[src/rtl/vga_pkg.sv]
// rtl/vga_pkg.sv - mode encodings, bar palette and timing helpers for the VGA generator
package vga_pkg;

  typedef enum logic [1:0] {
    MODE_EXT   = 2'd0,
    MODE_BARS  = 2'd1,
    MODE_GRID  = 2'd2,
    MODE_SOLID = 2'd3
  } vga_mode_e;

  // Bar colours as {R,G,B} on/off masks; the top expands each bit to a full-scale channel.
  localparam logic [2:0] BAR_WHITE   = 3'b111;
  localparam logic [2:0] BAR_YELLOW  = 3'b110;
  localparam logic [2:0] BAR_CYAN    = 3'b011;
  localparam logic [2:0] BAR_GREEN   = 3'b010;
  localparam logic [2:0] BAR_MAGENTA = 3'b101;
  localparam logic [2:0] BAR_RED     = 3'b100;
  localparam logic [2:0] BAR_BLUE    = 3'b001;
  localparam logic [2:0] BAR_BLACK   = 3'b000;

  function automatic logic [2:0] bar_mask(input logic [2:0] idx);
    case (idx)
      3'd0:    bar_mask = BAR_WHITE;
      3'd1:    bar_mask = BAR_YELLOW;
      3'd2:    bar_mask = BAR_CYAN;
      3'd3:    bar_mask = BAR_GREEN;
      3'd4:    bar_mask = BAR_MAGENTA;
      3'd5:    bar_mask = BAR_RED;
      3'd6:    bar_mask = BAR_BLUE;
      default: bar_mask = BAR_BLACK;
    endcase
  endfunction

  function automatic int h_total(input int sync, input int back, input int active, input int front);
    return sync + back + active + front;
  endfunction

  function automatic int v_total(input int sync, input int back, input int active, input int front);
    return sync + back + active + front;
  endfunction

endpackage

[src/rtl/vga_delay_line.sv]
// rtl/vga_delay_line.sv - fixed-depth register shift chain with asynchronous clear
module vga_delay_line #(
  parameter int WIDTH = 1,
  parameter int DEPTH = 1
) (
  input  logic             clk,
  input  logic             rst_n,
  input  logic [WIDTH-1:0] din,
  output logic [WIDTH-1:0] dout
);

  logic [WIDTH-1:0] stage [DEPTH];

  always_ff @(posedge clk or negedge rst_n) begin
    if (!rst_n) begin
      for (int i = 0; i < DEPTH; i++) stage[i] <= '0;
    end else begin
      stage[0] <= din;
      for (int i = 1; i < DEPTH; i++) stage[i] <= stage[i-1];
    end
  end

  assign dout = stage[DEPTH-1];

endmodule

[src/rtl/vga_timing_pattern_gen.sv]
// rtl/vga_timing_pattern_gen.sv - VGA timing, test patterns and pixel-source latency alignment
module vga_timing_pattern_gen
  import vga_pkg::*;
#(
  parameter int   H_SYNC    = 96,
  parameter int   H_BACK    = 48,
  parameter int   H_ACTIVE  = 640,
  parameter int   H_FRONT   = 16,
  parameter int   V_SYNC    = 2,
  parameter int   V_BACK    = 33,
  parameter int   V_ACTIVE  = 480,
  parameter int   V_FRONT   = 10,
  parameter logic HS_POL    = 1'b0,
  parameter logic VS_POL    = 1'b0,
  parameter int   CNT_W     = 12,
  parameter int   COLOR_W   = 8,
  parameter int   PIX_LAT   = 2,
  parameter int   GRID_LOG2 = 5
) (
  input  logic                 clk,
  input  logic                 rst_n,
  input  logic [1:0]           mode,
  input  logic [3*COLOR_W-1:0] solid_rgb,
  input  logic [3*COLOR_W-1:0] ext_rgb,
  output logic                 pix_req,
  output logic [CNT_W-1:0]     pix_x,
  output logic [CNT_W-1:0]     pix_y,
  output logic                 frame_start,
  output logic                 vga_hs,
  output logic                 vga_vs,
  output logic                 vga_blank_n,
  output logic                 vga_sync_n,
  output logic [COLOR_W-1:0]   vga_r,
  output logic [COLOR_W-1:0]   vga_g,
  output logic [COLOR_W-1:0]   vga_b
);

  localparam int RGB_W   = 3 * COLOR_W;
  localparam int H_TOTAL = h_total(H_SYNC, H_BACK, H_ACTIVE, H_FRONT);
  localparam int V_TOTAL = v_total(V_SYNC, V_BACK, V_ACTIVE, V_FRONT);

  localparam logic [CNT_W-1:0] H_LAST_C    = CNT_W'(H_TOTAL - 1);
  localparam logic [CNT_W-1:0] V_LAST_C    = CNT_W'(V_TOTAL - 1);
  localparam logic [CNT_W-1:0] H_SYNC_C    = CNT_W'(H_SYNC);
  localparam logic [CNT_W-1:0] V_SYNC_C    = CNT_W'(V_SYNC);
  localparam logic [CNT_W-1:0] HA_START_C  = CNT_W'(H_SYNC + H_BACK);
  localparam logic [CNT_W-1:0] HA_END_C    = CNT_W'(H_SYNC + H_BACK + H_ACTIVE);
  localparam logic [CNT_W-1:0] VA_START_C  = CNT_W'(V_SYNC + V_BACK);
  localparam logic [CNT_W-1:0] VA_END_C    = CNT_W'(V_SYNC + V_BACK + V_ACTIVE);
  localparam logic [CNT_W-1:0] HA_LAST_C   = CNT_W'(H_ACTIVE - 1);
  localparam logic [CNT_W-1:0] VA_LAST_C   = CNT_W'(V_ACTIVE - 1);
  localparam logic [CNT_W-1:0] BAR_LAST_C  = CNT_W'(H_ACTIVE / 8 - 1);

  logic [CNT_W-1:0] h_cnt, v_cnt;
  logic [CNT_W-1:0] cur_x, cur_y;
  logic             h_act, v_act, frame_top, first_px, grid_on;
  logic [CNT_W-1:0] bar_cnt, cur_bar_cnt;
  logic [2:0]       bar_idx, cur_bar_idx, bar_m;
  vga_mode_e        mode_q;
  logic [RGB_W-1:0] solid_q, pat_rgb;

  always_ff @(posedge clk or negedge rst_n) begin
    if (!rst_n) begin
      h_cnt <= '0;
      v_cnt <= '0;
    end else if (h_cnt == H_LAST_C) begin
      h_cnt <= '0;
      v_cnt <= (v_cnt == V_LAST_C) ? '0 : v_cnt + 1'b1;
    end else begin
      h_cnt <= h_cnt + 1'b1;
    end
  end

  always_comb begin
    h_act       = (h_cnt >= HA_START_C) && (h_cnt < HA_END_C);
    v_act       = (v_cnt >= VA_START_C) && (v_cnt < VA_END_C);
    cur_x       = h_cnt - HA_START_C;
    cur_y       = v_cnt - VA_START_C;
    frame_top   = (h_cnt == '0) && (v_cnt == '0);
    first_px    = (h_cnt == HA_START_C);
    cur_bar_cnt = first_px ? '0 : bar_cnt;
    cur_bar_idx = first_px ? 3'd0 : bar_idx;
    bar_m       = bar_mask(cur_bar_idx);
    grid_on     = (cur_x[GRID_LOG2-1:0] == '0) || (cur_y[GRID_LOG2-1:0] == '0) ||
                  (cur_x == HA_LAST_C) || (cur_y == VA_LAST_C);
  end

  // Bars are tracked with a run counter restarted at each line's first active pixel.
  always_ff @(posedge clk or negedge rst_n) begin
    if (!rst_n) begin
      bar_cnt <= '0;
      bar_idx <= 3'd0;
    end else if (h_act) begin
      if (cur_bar_cnt == BAR_LAST_C) begin
        bar_cnt <= '0;
        bar_idx <= cur_bar_idx + 3'd1;
      end else begin
        bar_cnt <= cur_bar_cnt + 1'b1;
        bar_idx <= cur_bar_idx;
      end
    end
  end

  always_comb begin
    pat_rgb = '0;
    case (mode_q)
      MODE_BARS:  pat_rgb = {{COLOR_W{bar_m[2]}}, {COLOR_W{bar_m[1]}}, {COLOR_W{bar_m[0]}}};
      MODE_GRID:  pat_rgb = grid_on ? '1 : '0;
      MODE_SOLID: pat_rgb = solid_q;
      default:    pat_rgb = '0;
    endcase
  end

  logic             hs_s, vs_s, de_s, ext_s;
  logic [RGB_W-1:0] col_s;

  always_ff @(posedge clk or negedge rst_n) begin
    if (!rst_n) begin
      pix_req     <= 1'b0;
      pix_x       <= '0;
      pix_y       <= '0;
      frame_start <= 1'b0;
      mode_q      <= MODE_EXT;
      solid_q     <= '0;
      hs_s        <= 1'b0;
      vs_s        <= 1'b0;
      de_s        <= 1'b0;
      ext_s       <= 1'b0;
      col_s       <= '0;
    end else begin
      pix_req     <= h_act && v_act;
      pix_x       <= (h_act && v_act) ? cur_x : '0;
      pix_y       <= (h_act && v_act) ? cur_y : '0;
      frame_start <= frame_top;
      if (frame_top) begin
        mode_q  <= vga_mode_e'(mode);
        solid_q <= solid_rgb;
      end
      hs_s  <= (h_cnt < H_SYNC_C);
      vs_s  <= (v_cnt < V_SYNC_C);
      de_s  <= h_act && v_act;
      ext_s <= (mode_q == MODE_EXT);
      col_s <= pat_rgb;
    end
  end

  // Sync flags travel active-high so a cleared pipeline reads as "not in sync".
  logic             hs_d, vs_d, de_d, ext_d;
  logic [RGB_W-1:0] col_d;

  vga_delay_line #(
    .WIDTH(RGB_W + 4),
    .DEPTH(PIX_LAT)
  ) u_align (
    .clk  (clk),
    .rst_n(rst_n),
    .din  ({hs_s, vs_s, de_s, ext_s, col_s}),
    .dout ({hs_d, vs_d, de_d, ext_d, col_d})
  );

  logic [RGB_W-1:0] rgb_q;

  always_ff @(posedge clk or negedge rst_n) begin
    if (!rst_n) begin
      vga_hs      <= ~HS_POL;
      vga_vs      <= ~VS_POL;
      vga_blank_n <= 1'b0;
      rgb_q       <= '0;
    end else begin
      vga_hs      <= hs_d ? HS_POL : ~HS_POL;
      vga_vs      <= vs_d ? VS_POL : ~VS_POL;
      vga_blank_n <= de_d;
      if (!de_d)      rgb_q <= '0;
      else if (ext_d) rgb_q <= ext_rgb;
      else            rgb_q <= col_d;
    end
  end

  assign {vga_r, vga_g, vga_b} = rgb_q;
  assign vga_sync_n = 1'b0;

endmodule

[config.mk]
export PLATFORM = sky130hd
export DESIGN_NAME = vga_timing_pattern_gen
export DESIGN_NICKNAME = d
export VERILOG_FILES = /design/src/rtl/vga_pkg.sv /design/src/rtl/vga_delay_line.sv /design/src/rtl/vga_timing_pattern_gen.sv
export SDC_FILE = /design/constraint.sdc
export NUM_CORES = 1
export LEC_CHECK = 0
export ABC_AREA = 1
export CAP_MARGIN = 20
export CORE_MARGIN = 3
export CORE_UTILIZATION = 45
export CTS_CLUSTER_SIZE = 10
export DETAILED_ROUTE_END_ITERATION = 12
export DONT_BUFFER_PORTS = 1
export HOLD_SLACK_MARGIN = 0.1
export PLACE_DENSITY = 0.6
export SLEW_MARGIN = 25
export SYNTH_ARGS = -nofsm -noshare
export SYNTH_HDL_FRONTEND = slang
export SYNTH_SLANG_ARGS = --single-unit
[constraint.sdc]
create_clock -name clk -period 3.05 [get_ports clk]
set_clock_uncertainty 0.2 [all_clocks]
set_input_delay 0.4575 -clock clk [delete_from_list [all_inputs] [get_ports clk]]
set_output_delay 0.4575 -clock clk [all_outputs]
set_load 0.02 [all_outputs]
# After elaboration in Yosys (flattened, before gate mapping)
# Cells that the tools add are included.
# word_totals
regBits	201
latchBits	0
mem_bits_rw	0
rom_bits	0
input_bits	52
out_inout_bits	54
elab_cells	75
mem_count	0
# classes
add_sub_neg	6
n_mul	0
div_mod_pow	0
order_cmp	6
n_eq_ne	15
shifts	0
muxes	15
n_bitwise	0
reduce_logical	13
# ops
op	n
12-bit 2-to-1 mux	6
24-bit 2-to-1 mux	3
24-bit one-hot mux with 3 select lines	1
12-bit by 1-bit adder with 12-bit output, second input constant	3
12-bit by 10-bit equality test with 1-bit output, second input constant	3
12-bit logical NOT	2
12-bit by 10-bit < comparator with 1-bit output, second input constant	2
3-bit one-hot mux with 7 select lines	1
12-bit by 7-bit equality test with 1-bit output, second input constant	1
12-bit by 8-bit equality test with 1-bit output, second input constant	1
12-bit by 9-bit equality test with 1-bit output, second input constant	1
12-bit by 6-bit greater-or-equal comparator with 1-bit output, second input constant	1
12-bit by 8-bit greater-or-equal comparator with 1-bit output, second input constant	1
12-bit by 2-bit < comparator with 1-bit output, second input constant	1
12-bit by 7-bit < comparator with 1-bit output, second input constant	1
12-bit by 6-bit subtractor with 12-bit output, second input constant	1
12-bit by 8-bit subtractor with 12-bit output, second input constant	1
5-bit logical NOT	2
3-bit equality test, second input constant	3
3-bit by 2-bit equality test with 1-bit output, second input constant	2
3-bit 2-to-1 mux	2
2-bit equality test, second input constant	2
1-bit logical AND	4
3-bit by 1-bit adder with 3-bit output, second input constant	1
6 further kinds	9

# Depth between registers and ports, before layout
# logic_depth
word_depth	7
ltp_mapped	15

# Hierarchy
# A second synthesis with hierarchy kept.
# hier_totals
hier_cells	871
area_unflattened_um2	8380.5
# by_module_without_submodules
mod	n_inst	cells_per_inst	area_per_inst_um2
vga_timing_pattern_gen	1	787	6769.0
vga_delay_line	1	84	1611.5

# Worst setup path after synthesis
# OpenSTA, ideal clock, no wires.
# synth_path
path_type	flip-flop to flip-flop
startpoint	register h_cnt[5]
endpoint	register bar_idx[1]
arrival_time_ps	2110
setup_slack_ps	606
stages_incl_launch_ff	15
synth_period_minus_slack_ps	2444
path_cell_list	dfrtp_1 inv_1 ha_1 nand3_1 nor2_2 nand2_4 buf_4 inv_1 nor2_1 ha_1 nand4_1 nor2_1 nand2_1 nor2_1 o21ai_0
# synth_via
elab_chain_len	4
elab_cells_between_ends	9
cone_classes	add/sub: 1; order compare: 2; eq/ne: 2; mux: 3; reduce/logical: 1
# synth_rtl
element	line	source
start: declaration	vga_timing_pattern_gen.sv:54	logic [CNT_W-1:0] h_cnt, v_cnt;
start signal: assignment	vga_timing_pattern_gen.sv:70	h_cnt <= h_cnt + 1'b1;
12-bit by 8-bit equality test with 1-bit output	vga_timing_pattern_gen.sv:80	first_px = (h_cnt == HA_START_C);
3-bit 2-to-1 mux or 12-bit 2-to-1 mux (tied branches)	vga_timing_pattern_gen.sv:82, vga_timing_pattern_gen.sv:81	
3-bit by 1-bit adder with 3-bit output or 12-bit by 7-bit equality test with 1-bit output (tied branches)	vga_timing_pattern_gen.sv:96, vga_timing_pattern_gen.sv:94	
3-bit 2-to-1 mux	vga_timing_pattern_gen.sv:94	if (cur_bar_cnt == BAR_LAST_C) begin
end signal: assignment	vga_timing_pattern_gen.sv:96	bar_idx <= cur_bar_idx + 3'd1;
end signal: assignment	vga_timing_pattern_gen.sv:99	bar_idx <= cur_bar_idx;
end: declaration	vga_timing_pattern_gen.sv:58	logic [2:0] bar_idx, cur_bar_idx, bar_m;
# Several ways; a longest one is shown, not always the timed one.
# A chain may end at the register's enable or synchronous reset.

# Final worst setup path
# layout_path
startpoint	register h_cnt[5]
endpoint	register bar_cnt[0]
# layout_via
elab_chain_len	4
elab_cells_between_ends	8
cone_classes	add/sub: 1; order compare: 2; eq/ne: 2; mux: 2; reduce/logical: 1
# layout_rtl
element	line	source
12-bit by 8-bit equality test with 1-bit output	vga_timing_pattern_gen.sv:80	
12-bit 2-to-1 mux	vga_timing_pattern_gen.sv:81	cur_bar_cnt = first_px ? '0 : bar_cnt;
12-bit by 1-bit adder with 12-bit output or 12-bit by 7-bit equality test with 1-bit output (tied branches)	vga_timing_pattern_gen.sv:98, vga_timing_pattern_gen.sv:94	
12-bit 2-to-1 mux	vga_timing_pattern_gen.sv:94	
end signal: assignment	vga_timing_pattern_gen.sv:98	bar_cnt <= cur_bar_cnt + 1'b1;
end: declaration	vga_timing_pattern_gen.sv:57	logic [CNT_W-1:0] bar_cnt, cur_bar_cnt;
# Several ways; a longest one is shown, not always the timed one.

==> impl_results.md <==
* Outcome: finished, violations left
* Failing checks: negative hold slack
* Overflow after GRT at 0
* Final Hold Vio Count at 201
* Worst Path Class, Setup: register to register
* Die area at slightly below 0.02 sq mm
* Total Routing Usage GR at 0.169
* Clk sinks at 201
* Cells after Synth at 820
* Final nets at 938
* Maximum clock insertion buffer count at 3
* # diodes at 0
* CTS root buffer: clkbuf_16
* Hold_ws at -0.543 ns
* 1st-iter DRT viols at between 400 and 500
* Max Slew Vio Count at 0
* Ys Warns at 0
* CTS tree: built
* Max Cap Violations at 0
* Worst slew margin at 0.561
* Tcrit/Tclk final at 0.916
* Final setup TNS at 0 ns
* Share of synthesized flip-flops with an asynchronous set or reset at 1.00
* Syn avg cell area at 9.70 sq um
* Unrepaired setup endpoints after global routing: false
* CP max FO at 13
* Post-DP HPWL at ~11 mm
* #FFs+latches synth at between 200 and 250
* Final WL at ~16 mm
* Post-synth EDFFs at 0
* F_max at about 360 MHz
* Peak VDD IR at around 0.34 mV
* Fraction of layout cells with a size suffix above 1 at 0.0647
* PwrDens at around 570 mW/mm^2
* Most frequent cells in the layout: nand2_1, dfrtp_1, nor2_1, inv_1, nand3_1
* Starting Density at 0.470
* IO Pins at ~110
* Slowest stage delay, CP at about 0.4 ns
* Final Setup Violations at 0
* Wire length per cell at between 10 and 15 microns
* Core area at between 0.015 and 0.02 sq mm
* Remaining antenna violation count at 0
* Slew @ Worst Pin at ~0.66 ns
* Placed cells at approximately 1,000
* DR vias/cell at 5.05
* Latest clock arrival within the worst-skew pair at 0.51 ns
* Pin count of the biggest net entering global routing at 202
* Pleak at approximately 4.8 nW
* CP Capture Type: register
* Number of buffers created by CTS at 24
* Vias in the first global route at around 5,400
* Hold buffers post-CTS at 50
* Post-CTS Setup Repair Bufs at 0
* GPL Wtd Cong at between 0.8 and 0.9
* CP max stage cell: dfrtp_1
* Tmin final at 2.79 ns
* Die Span X at ~140 microns
* Initial antenna violation count at 0
* Die Ht at around 140 microns
* HP Class: input pin to asynchronous set/reset pin
* Predominant post-synthesis flop cell: dfrtp_1
* CTS HTree Levels at 1
* Synthesis-to-finish area growth at 17.1%
* Commonest non-fill, non-tap cell in the layout: nand2_1
* Clock slew at reported path FFs at approximately 0.060 ns
* Mapped Area at 0.00795 sq mm
* Worst EP arrival at 3.02 ns
* DR vias at 5,555
* Placed Area at approximately 0.008 sq mm
* Netlist cell types at 36
* First-pass GRT wire length at about 28 mm
* Post-synthesis sequential area ratio at 0.633
* Critical Path, Cell by Cell: inv_1 > ha_1 > nand3_1 > nor2_2 > nand2_4 > inv_1 > nor2_1 > ha_1 > nand4_1 > nor2_1 > nand2_1 > nand2_1 > o21ai_0
* Drc violations at 0
* Critical Path RT at ~3.3 ns
* PortBufs at 0
* Critical Path Source Type: register
* # rows at between 40 and 50
* Overall Power at 0.00535 W
* 1st-pass router iterations at 5
* Fin cells at about 1,100
* Design Area, Final at approximately 0.0093 sq mm
==> routing by layer <==
| layer | track usage | vias to the layer above | wire length (microns) |
|---|---|---|---|
| met1 | 0.258 | 2646 | 8020 |
| met4 | 0.0458 | 0 | 285 |
| met3 | 0.0328 | 26 | 843 |
| met5 | 0 | - | 0 |
| met2 | 0.250 | 142 | 7340 |
| li1 | - | 2741 | - |
==> where the power goes <==
part | leakage (nW) | switching (W) | internal [W]
Sequential | 2.56 | 0.0000343 | 0.00276
Combinational | 1.89 | 0.0000551 | 0.0000709
Clock | 0.320 | 0.000989 | 0.00144
Total | 4.77 | 0.00108 | 0.00427
==> stage by stage <==
stage	setup WS, ns	util	hold slack [ns]
detailed placement	0.213	0.481	-0.0283
floorplan	0.606	-	-0.0381
global route	0.00366	0.550	-0.576
finish	0.255	0.550	-0.543
global placement	0.378	0.481	-0.0325
CTS	0.200	0.549	-0.563
==> state kept, by name, summed over array words and instances (netlist names), 2 cells and up <==
name	count
u_align.stage	28
mode_q	2
bar_cnt	12
pix_x	12
h_cnt	12
bar_idx	3
pix_y	12
rgb_q	24
u_align.dout	28
v_cnt	12
col_s	24
solid_q	24
==> kinds of logic after synthesis <==
| group | count (synthesis) | share of synthesized area |
|---|---|---|
| buf+inv | 96 | 0.0491 |
| xor+xnor | 14 | 0.0154 |
| fa+ha+maj | 11 | 0.0173 |
| other cells | 1 | 0.000471 |
| simple gates | 399 | 0.208 |
| flops | 201 | 0.633 |
| compound gates | 98 | 0.0766 |
==> cell usage after synthesis, types with 2 or more instances <==
library cell / instances / area (sq um)
nand2_1: 200 / 751
dfrtp_1: 199 / 4980
nor2_1: 114 / 428
inv_1: 63 / 236
nand3_1: 52 / 260
o21ai_0: 48 / 240
a22oi_1: 24 / 180
clkbuf_1: 14 / 52.6
buf_2: 12 / 60.1
ha_1: 11 / 138
nand4_1: 11 / 68.8
xor2_1: 11 / 96.3
a21oi_1: 10 / 50.1
nor3_1: 9 / 45.0
a21oi_2: 5 / 43.8
o22ai_1: 4 / 25.0
inv_2: 3 / 11.3
nor4_1: 3 / 18.8
xnor2_1: 3 / 26.3
buf_4: 2 / 15.0
dfstp_2: 2 / 52.6
nand2_2: 2 / 12.5
nand3_2: 2 / 20.0
nor2_2: 2 / 12.5
nor2_4: 2 / 22.5
o21bai_1: 2 / 15.0
==> path summary, 6_finish.rpt <==
check	slack (ns)	start	endpoint	cells after the start
min reg2reg	0.14	u_align.stage[37]	u_align.dout[9]	0
max reg2reg	0.26	h_cnt[5]	bar_cnt[0]	13
max	0.26	h_cnt[5]	bar_cnt[0]	13
max in group asynchronous	2.87	rst_n	h_cnt[9]	0
min	-0.54	rst_n	v_cnt[9]	0
min in group clk	0.14	u_align.stage[37]	u_align.dout[9]	0
==> final cells by class <==
| class | instances | area (sq um) |
|---|---|---|
| flip-flops and latches | 201 | 5030 |
| repair buffers | 57 | 553 |
| clock inverters | 2 | 25.0 |
| inverters | 66 | 248 |
| well taps | 220 | 275 |
| multi-input cells | 525 | 2550 |
| clock buffers | 30 | 633 |
| fillers | 1458 | 7620 |
==> worst max-delay path: cells and delay by family, from the launching register on <==
family	cells	cell delay, ns
simple gates	8	1.14
fa+ha+maj	2	0.49
flops	1	0.40
buf+inv	2	0.32
compound gates	1	0.17
==> what timing repair did <==
item	in CTS	in global routing
endpoints found under the hold margin	251	201
gates resized for setup	0	2
endpoints found under the setup margin	0	3
(Power assumes the default switching activity.)
==> RTL change 1, RTL diff (same flow settings) <==
Make the reset (`rst_n`) synchronous in 5 clocked blocks. Comments in the files are not updated.
--- a/src/rtl/vga_delay_line.sv
+++ b/src/rtl/vga_delay_line.sv
@@ -12,5 +12,5 @@
   logic [WIDTH-1:0] stage [DEPTH];
 
-  always_ff @(posedge clk or negedge rst_n) begin
+  always_ff @(posedge clk) begin
     if (!rst_n) begin
       for (int i = 0; i < DEPTH; i++) stage[i] <= '0;
--- a/src/rtl/vga_timing_pattern_gen.sv
+++ b/src/rtl/vga_timing_pattern_gen.sv
@@ -60,5 +60,5 @@
   logic [RGB_W-1:0] solid_q, pat_rgb;
 
-  always_ff @(posedge clk or negedge rst_n) begin
+  always_ff @(posedge clk) begin
     if (!rst_n) begin
       h_cnt <= '0;
@@ -87,5 +87,5 @@
 
   // Bars are tracked with a run counter restarted at each line's first active pixel.
-  always_ff @(posedge clk or negedge rst_n) begin
+  always_ff @(posedge clk) begin
     if (!rst_n) begin
       bar_cnt <= '0;
@@ -115,5 +115,5 @@
   logic [RGB_W-1:0] col_s;
 
-  always_ff @(posedge clk or negedge rst_n) begin
+  always_ff @(posedge clk) begin
     if (!rst_n) begin
       pix_req     <= 1'b0;
@@ -161,5 +161,5 @@
   logic [RGB_W-1:0] rgb_q;
 
-  always_ff @(posedge clk or negedge rst_n) begin
+  always_ff @(posedge clk) begin
     if (!rst_n) begin
       vga_hs      <= ~HS_POL;
Formal check against the unedited RTL: differs if rst_n is asserted again (counterexample within 4 cycles, from zero or initial values and one cycle with rst_n low); with rst_n held inactive, the same outputs for 10 cycles.
==> RTL change 1 against the unedited design <==
- routed wire length fell by 1.3%
- worst setup slack better by 0.18 ns
- final area decreased by 1.8%
- final cell count rose by 14%
- area after synthesis fell by 1.5%
- fmax grew 6.7%
- sequential cell count unchanged
Power is not compared: it rests on default switching activity, and its combinational part moved more than twofold at a synthesized area within 25%.
==> RTL change 1: results (changes against the unedited design) <==
| Metric | Value |
|---|---|
| Initial antenna violation count | 0 (unchanged) |
| Largest cells by area after synthesis | dfxtp_1 51%, nand2_1 11%, inv_1 6.6%, a21oi_1 5.6%, nor2_1 3.3% (was dfrtp_1 63%, nand2_1 9.4%, nor2_1 5.4%, nand3_1 3.3%, o21ai_0 3.0%) |
| Grt met3 use | 3.27% (was 3.28%) |
| Inserted Diodes | 0 (unchanged) |
| Starting DRC count in detailed routing | 368 (was 491) |
| GR Util met2 | 24.3% (was 25.0%) |
| CTS root buffer | clkbuf_16 (unchanged) |
| Via count of the first global-routing pass | 5335 (was 5365) |
| DRT Wirelength | 16300 um (was 16500 um) |
| Post-synth top flop | dfxtp_1 (was dfrtp_1) |
| Worst slew pin tran | 0.824 ns (was 0.658 ns) |
| Max reg flops | 56 |
| Pre-CTS WS | 0.428 ns (was 0.213 ns) |
| Arr. time, crit path | 2.79 ns (was 3.02 ns) |
| Crit path max fanout | 24 (was 13) |
| Drt pass-1 iters | 4 (was 5) |
| Synth cell types | 43 (was 36) |
| Sequential share of the synthesized area | 51.4% (was 63.3%) |
| P_leak | around 0.0041 uW |
| Clk slew on worst S/H paths | 0.06 ns (about the same) |
| FFs w/ async S/R, synth | 0% (was 100%) |
| Worst Hold Class | reg -> reg (was in -> async) |
| Total GRT Usage | 17.0% (was 16.9%) |
| Share of layout cells above drive strength 1 | 8.12% (was 6.47%) |
| GR Util met1 | 25.9% (was 25.8%) |
| CP max stage delay | 0.38 ns (was 0.40 ns) |
| Detailed placement HPWL | 10800 um (was 10900 um) |
| Most frequent cells after synthesis | 225 x nand2_1, 201 x dfxtp_1, 138 x inv_1, 88 x a21oi_1, 68 x nor2_1 (was 200 x nand2_1, 199 x dfrtp_1, 114 x nor2_1, 63 x inv_1, 52 x nand3_1) |
| Vias | 5943 (was 5555) |
| Global-route wire length before repair | 26500 um (was 27500 um) |
| # nets final | 1094 (was 938) |
| Status | finished clean (was complete, but fails checks) |
| Final weighted congestion of routability-driven global placement | 0.835 (was 0.894) |
| Maximum VDD drop | 0.484 mV |
| Largest net degree at the start of global routing | 91 (was 202) |
| CP max stage cell | dfxtp_1 (was dfrtp_1) |
| H-tree depth | 1 (unchanged) |
-- RTL change 1: cell types whose count changed after synthesis, moves of 17 or more --
cell,delta
inv_1,+75
dfxtp_1,+201
dfrtp_1,-199
nor2_1,-46
a21oi_1,+78
o21a_1,+25
a21oi_2,+17
nand2_1,+25
a22oi_1,-24
-- RTL change 1: layout make-up --
cell class              instances  area [sq um]
fillers                      1625          7670
flip-flops and latches        201          4020
multi-input cells             602          3050
clock buffers                  28           626
repair buffers                 57           578
inverters                     145           546
well taps                     220           275
clock inverters                 2          46.3
-- RTL change 1: critical path, delay by kind of cell, from the launching register on --
family	cells	cell delay (ns)
AOI/OAI and AO/OA	1	0.06
adders and majority gates	2	0.50
buffers and inverters	3	0.33
DFF	1	0.38
and+or+nand+nor	7	0.99
-- RTL change 1: what timing repair did --
item,in CTS,in global routing
endpoints found under the hold margin,117,0
setup buffers,0,0
setup endpoints to repair,0,0
hold buffers,53,0
-- RTL change 1: through the flow --
stage	total power (uW)	cells	cell area (sq um)
2_1_floorplan	3050	990	7840
4_1_cts	5690	1255	9150
3_3_place_gp	3090	1172	7930
5_1_grt	5840	1255	9150
3_5_place_dp	3090	1172	7930
6_report	5620	1255	9150
-- RTL change 1: power breakdown --
group	switching [uW]	total (uW)	internal, uW	leakage, uW
Clock	989	2500	1510	0.000328
Sequential	33.0	2770	2740	0.00163
Combinational	206	347	141	0.00212
-- RTL change 1: kinds of logic (layout without fill, tap and decap cells) --
group / Yosys count / count (layout) / share of synthesized area [%]
simple gates: 402 / 402 / 22.6
flops: 201 / 201 / 51.4
buf+inv: 187 / 232 / 9.69
compound gates: 179 / 179 / 13.6
fa+ha+maj: 11 / 11 / 1.76
xor+xnor: 8 / 8 / 0.894
other cells: 1 / 2 / 0.0479
-- RTL change 1: per-layer routing --
metal  vias to the layer above  share of wire [%]  wire, um
met5                         -                  0         0
met4                         0                1.5       248
met3                        24                5.6       918
met2                       130                 41      6640
met1                      2592                 52      8470
li1                       3197                  -         -
-- RTL change 1: worst paths after layout --
kind / start / to / slack [ns] / cells after the start
max: h_cnt[5] / bar_cnt[4] / 0.43 / 13
min: u_align.stage[0][54] / vga_vs / 0.17 / 1
max reg2reg: h_cnt[5] / bar_cnt[4] / 0.43 / 13
min reg2reg: u_align.stage[0][54] / vga_vs / 0.17 / 1
==> RTL change 2, RTL diff (same settings) <==
Made on the original files. `CNT_W`: 12 -> 18.
--- a/src/rtl/vga_timing_pattern_gen.sv
+++ b/src/rtl/vga_timing_pattern_gen.sv
@@ -13,5 +13,5 @@
   parameter logic HS_POL    = 1'b0,
   parameter logic VS_POL    = 1'b0,
-  parameter int   CNT_W     = 12,
+  parameter int   CNT_W     = 18,
   parameter int   COLOR_W   = 8,
   parameter int   PIX_LAT   = 2,
Ports: changed (resized pix_x and pix_y); port bits go from 106 to 118. No check against the original RTL was run, so the function may have changed too.
==> RTL change 2 against the unedited design <==
- the run still ends with negative hold slack left
- critical path depth up 1
- count of clock-buffer cells in the layout up 18
- sequential cell count up 30
- power up 16%
- die area up 26%
- final area up 25%
- worst hold slack worse by 0.032 ns
- sequential power up 14%
- area after synthesis up 27%
- worst setup slack better by 0.027 ns
- routed wire length up 37%
- combinational power down 3%
- critical path type unchanged
- critical endpoint is now bar_cnt[10]
- largest cell class unchanged
==> RTL change 2: results (changes against the unedited design) <==
| Metric | Value |
|---|---|
| Clk Latency, worst-skew pair | 0.53 ns (was 0.51 ns) |
| Maximum VDD drop | 0.461 mV (was 0.342 mV) |
| Via count of the first global-routing pass | 7437 (was 5365) |
| P_leak | 0.00601 uW (was 0.00477 uW) |
| Global-route wire length before repair | 37500 um (was 27500 um) |
| R2R Path End | bar_cnt[10] (was bar_cnt[0]) |
| Status | complete, but fails checks (unchanged) |
| Pre-CTS WS | 0.193 ns (was 0.213 ns) |
| Post-Place Cells | 1421 (was 1018) |
| Synth Area in Adders | 1.24% (was 1.73%) |
| Final weighted congestion of routability-driven global placement | 0.882 (was 0.894) |
| Sequential share of the synthesized area | 57.1% (was 63.3%) |
| Reg-to-reg slack, setup | 0.28 ns (was 0.26 ns) |
| Cts bufs inserted | 27 (was 24) |
| Rows | 54 (was 47) |
| Largest cells by area after synthesis | dfrtp_1 57%, nand2_1 11%, nor2_1 5.9%, inv_1 4.2%, nand3_1 3.9% (was dfrtp_1 63%, nand2_1 9.4%, nor2_1 5.4%, nand3_1 3.3%, o21ai_0 3.0%) |
| Vias | 7608 (was 5555) |
| Crit path max fanout | 8 (was 13) |
| Fillers | 2031 (was 1458) |
| Most frequent cells after synthesis | 299 x nand2_1, 229 x dfrtp_1, 160 x nor2_1, 114 x inv_1, 79 x nand3_1 (was 200 x nand2_1, 199 x dfrtp_1, 114 x nor2_1, 63 x inv_1, 52 x nand3_1) |
| Total GRT Usage | 18.8% (was 16.9%) |
| XOR/XNOR Fraction of Synth Area | 1.90% (was 1.54%) |
| # nets final | 1282 (was 938) |
| Rel. slew slack | 55.0% (was 56.1%) |
| DRT Wirelength | 22600 um (was 16500 um) |
| Failing checks | negative hold slack (unchanged) |
| WL/cell | 14.9 um (was 15.0 um) |
| FFs w/ async S/R, synth | 100% (unchanged) |
| Port bufs | 0 (unchanged) |
| Post-synthesis compound-gate area fraction | 6.09% (was 7.66%) |
| Worst Hold Class | in -> async (unchanged) |
| Reg2reg path depth | 14 (was 13) |
| Starting DRC count in detailed routing | 712 (was 491) |
| Arr. time, crit path | 2.99 ns (was 3.02 ns) |
| Drt pass-1 iters | 5 (unchanged) |
| Final Hold Slack | -0.576 ns (was -0.543 ns) |
| Detailed placement HPWL | 15400 um (was 10900 um) |
| Post-Place Cell Area | 0.0104 sq mm (was 0.00814 sq mm) |
| Final hold violation count | 231 (was 201) |
| Post-Syn Instances | 1161 (was 820) |
| Share of layout cells above drive strength 1 | 6.69% (was 6.47%) |
-- RTL change 2: layout make-up --
class                   instances  area, sq um  area share, %
inverters                     117          439           3.76
diodes                          1         2.50         0.0214
clock buffers                  48          764           6.55
multi-input cells             781         3710           31.8
well taps                     280          350           3.00
repair buffers                 62          603           5.17
flip-flops and latches        231         5780           49.5
clock inverters                 2         25.0          0.214
-- RTL change 2: critical path, cell delays in order (launching register included) --
cell and delay [ns]:
dfrtp_1 0.44, inv_1 0.09, ha_1 0.22, nand3_1 0.11, nor2_1 0.06, nand3_2 0.17
nand2_1 0.07, inv_1 0.12, ha_1 0.23, nand4_1 0.29, nor2_2 0.25, nand2_1 0.14
xor2_1 0.16, nand2_1 0.06, nand2_1 0.04
-- RTL change 2: repair_timing --
action / in CTS / in global routing
hold endpoints to repair: 281 / 231
endpoints found under the setup margin: 0 / 6
gates resized for setup: 0 / 2
-- RTL change 2: worst max path at each step --
stage                   to  slack (ns)
3_5_place_dp    bar_cnt[0]        0.19
2_1_floorplan   bar_idx[0]        0.43
4_1_cts         bar_cnt[0]        0.19
6_report       bar_cnt[10]        0.28
3_3_place_gp    bar_idx[0]        0.23
5_1_grt        bar_cnt[10]        0.02
-- RTL change 2: per-layer routing --
layer	vias up	GRT usage, %	wire, um
met5	-	0	0
met4	0	5.76	569
met3	48	2.97	1130
met2	207	29.5	10200
met1	3539	27.0	10800
li1	3814	-	-
-- RTL change 2: where the power goes --
group | switching [uW] | leakage (uW) | internal [uW] | total [uW]
registers | 37.0 | 0.00297 | 3160 | 3200
clock network | 1180 | 0.000377 | 1690 | 2860
logic | 55.3 | 0.00266 | 66.9 | 122
total | 1270 | 0.00601 | 4920 | 6180
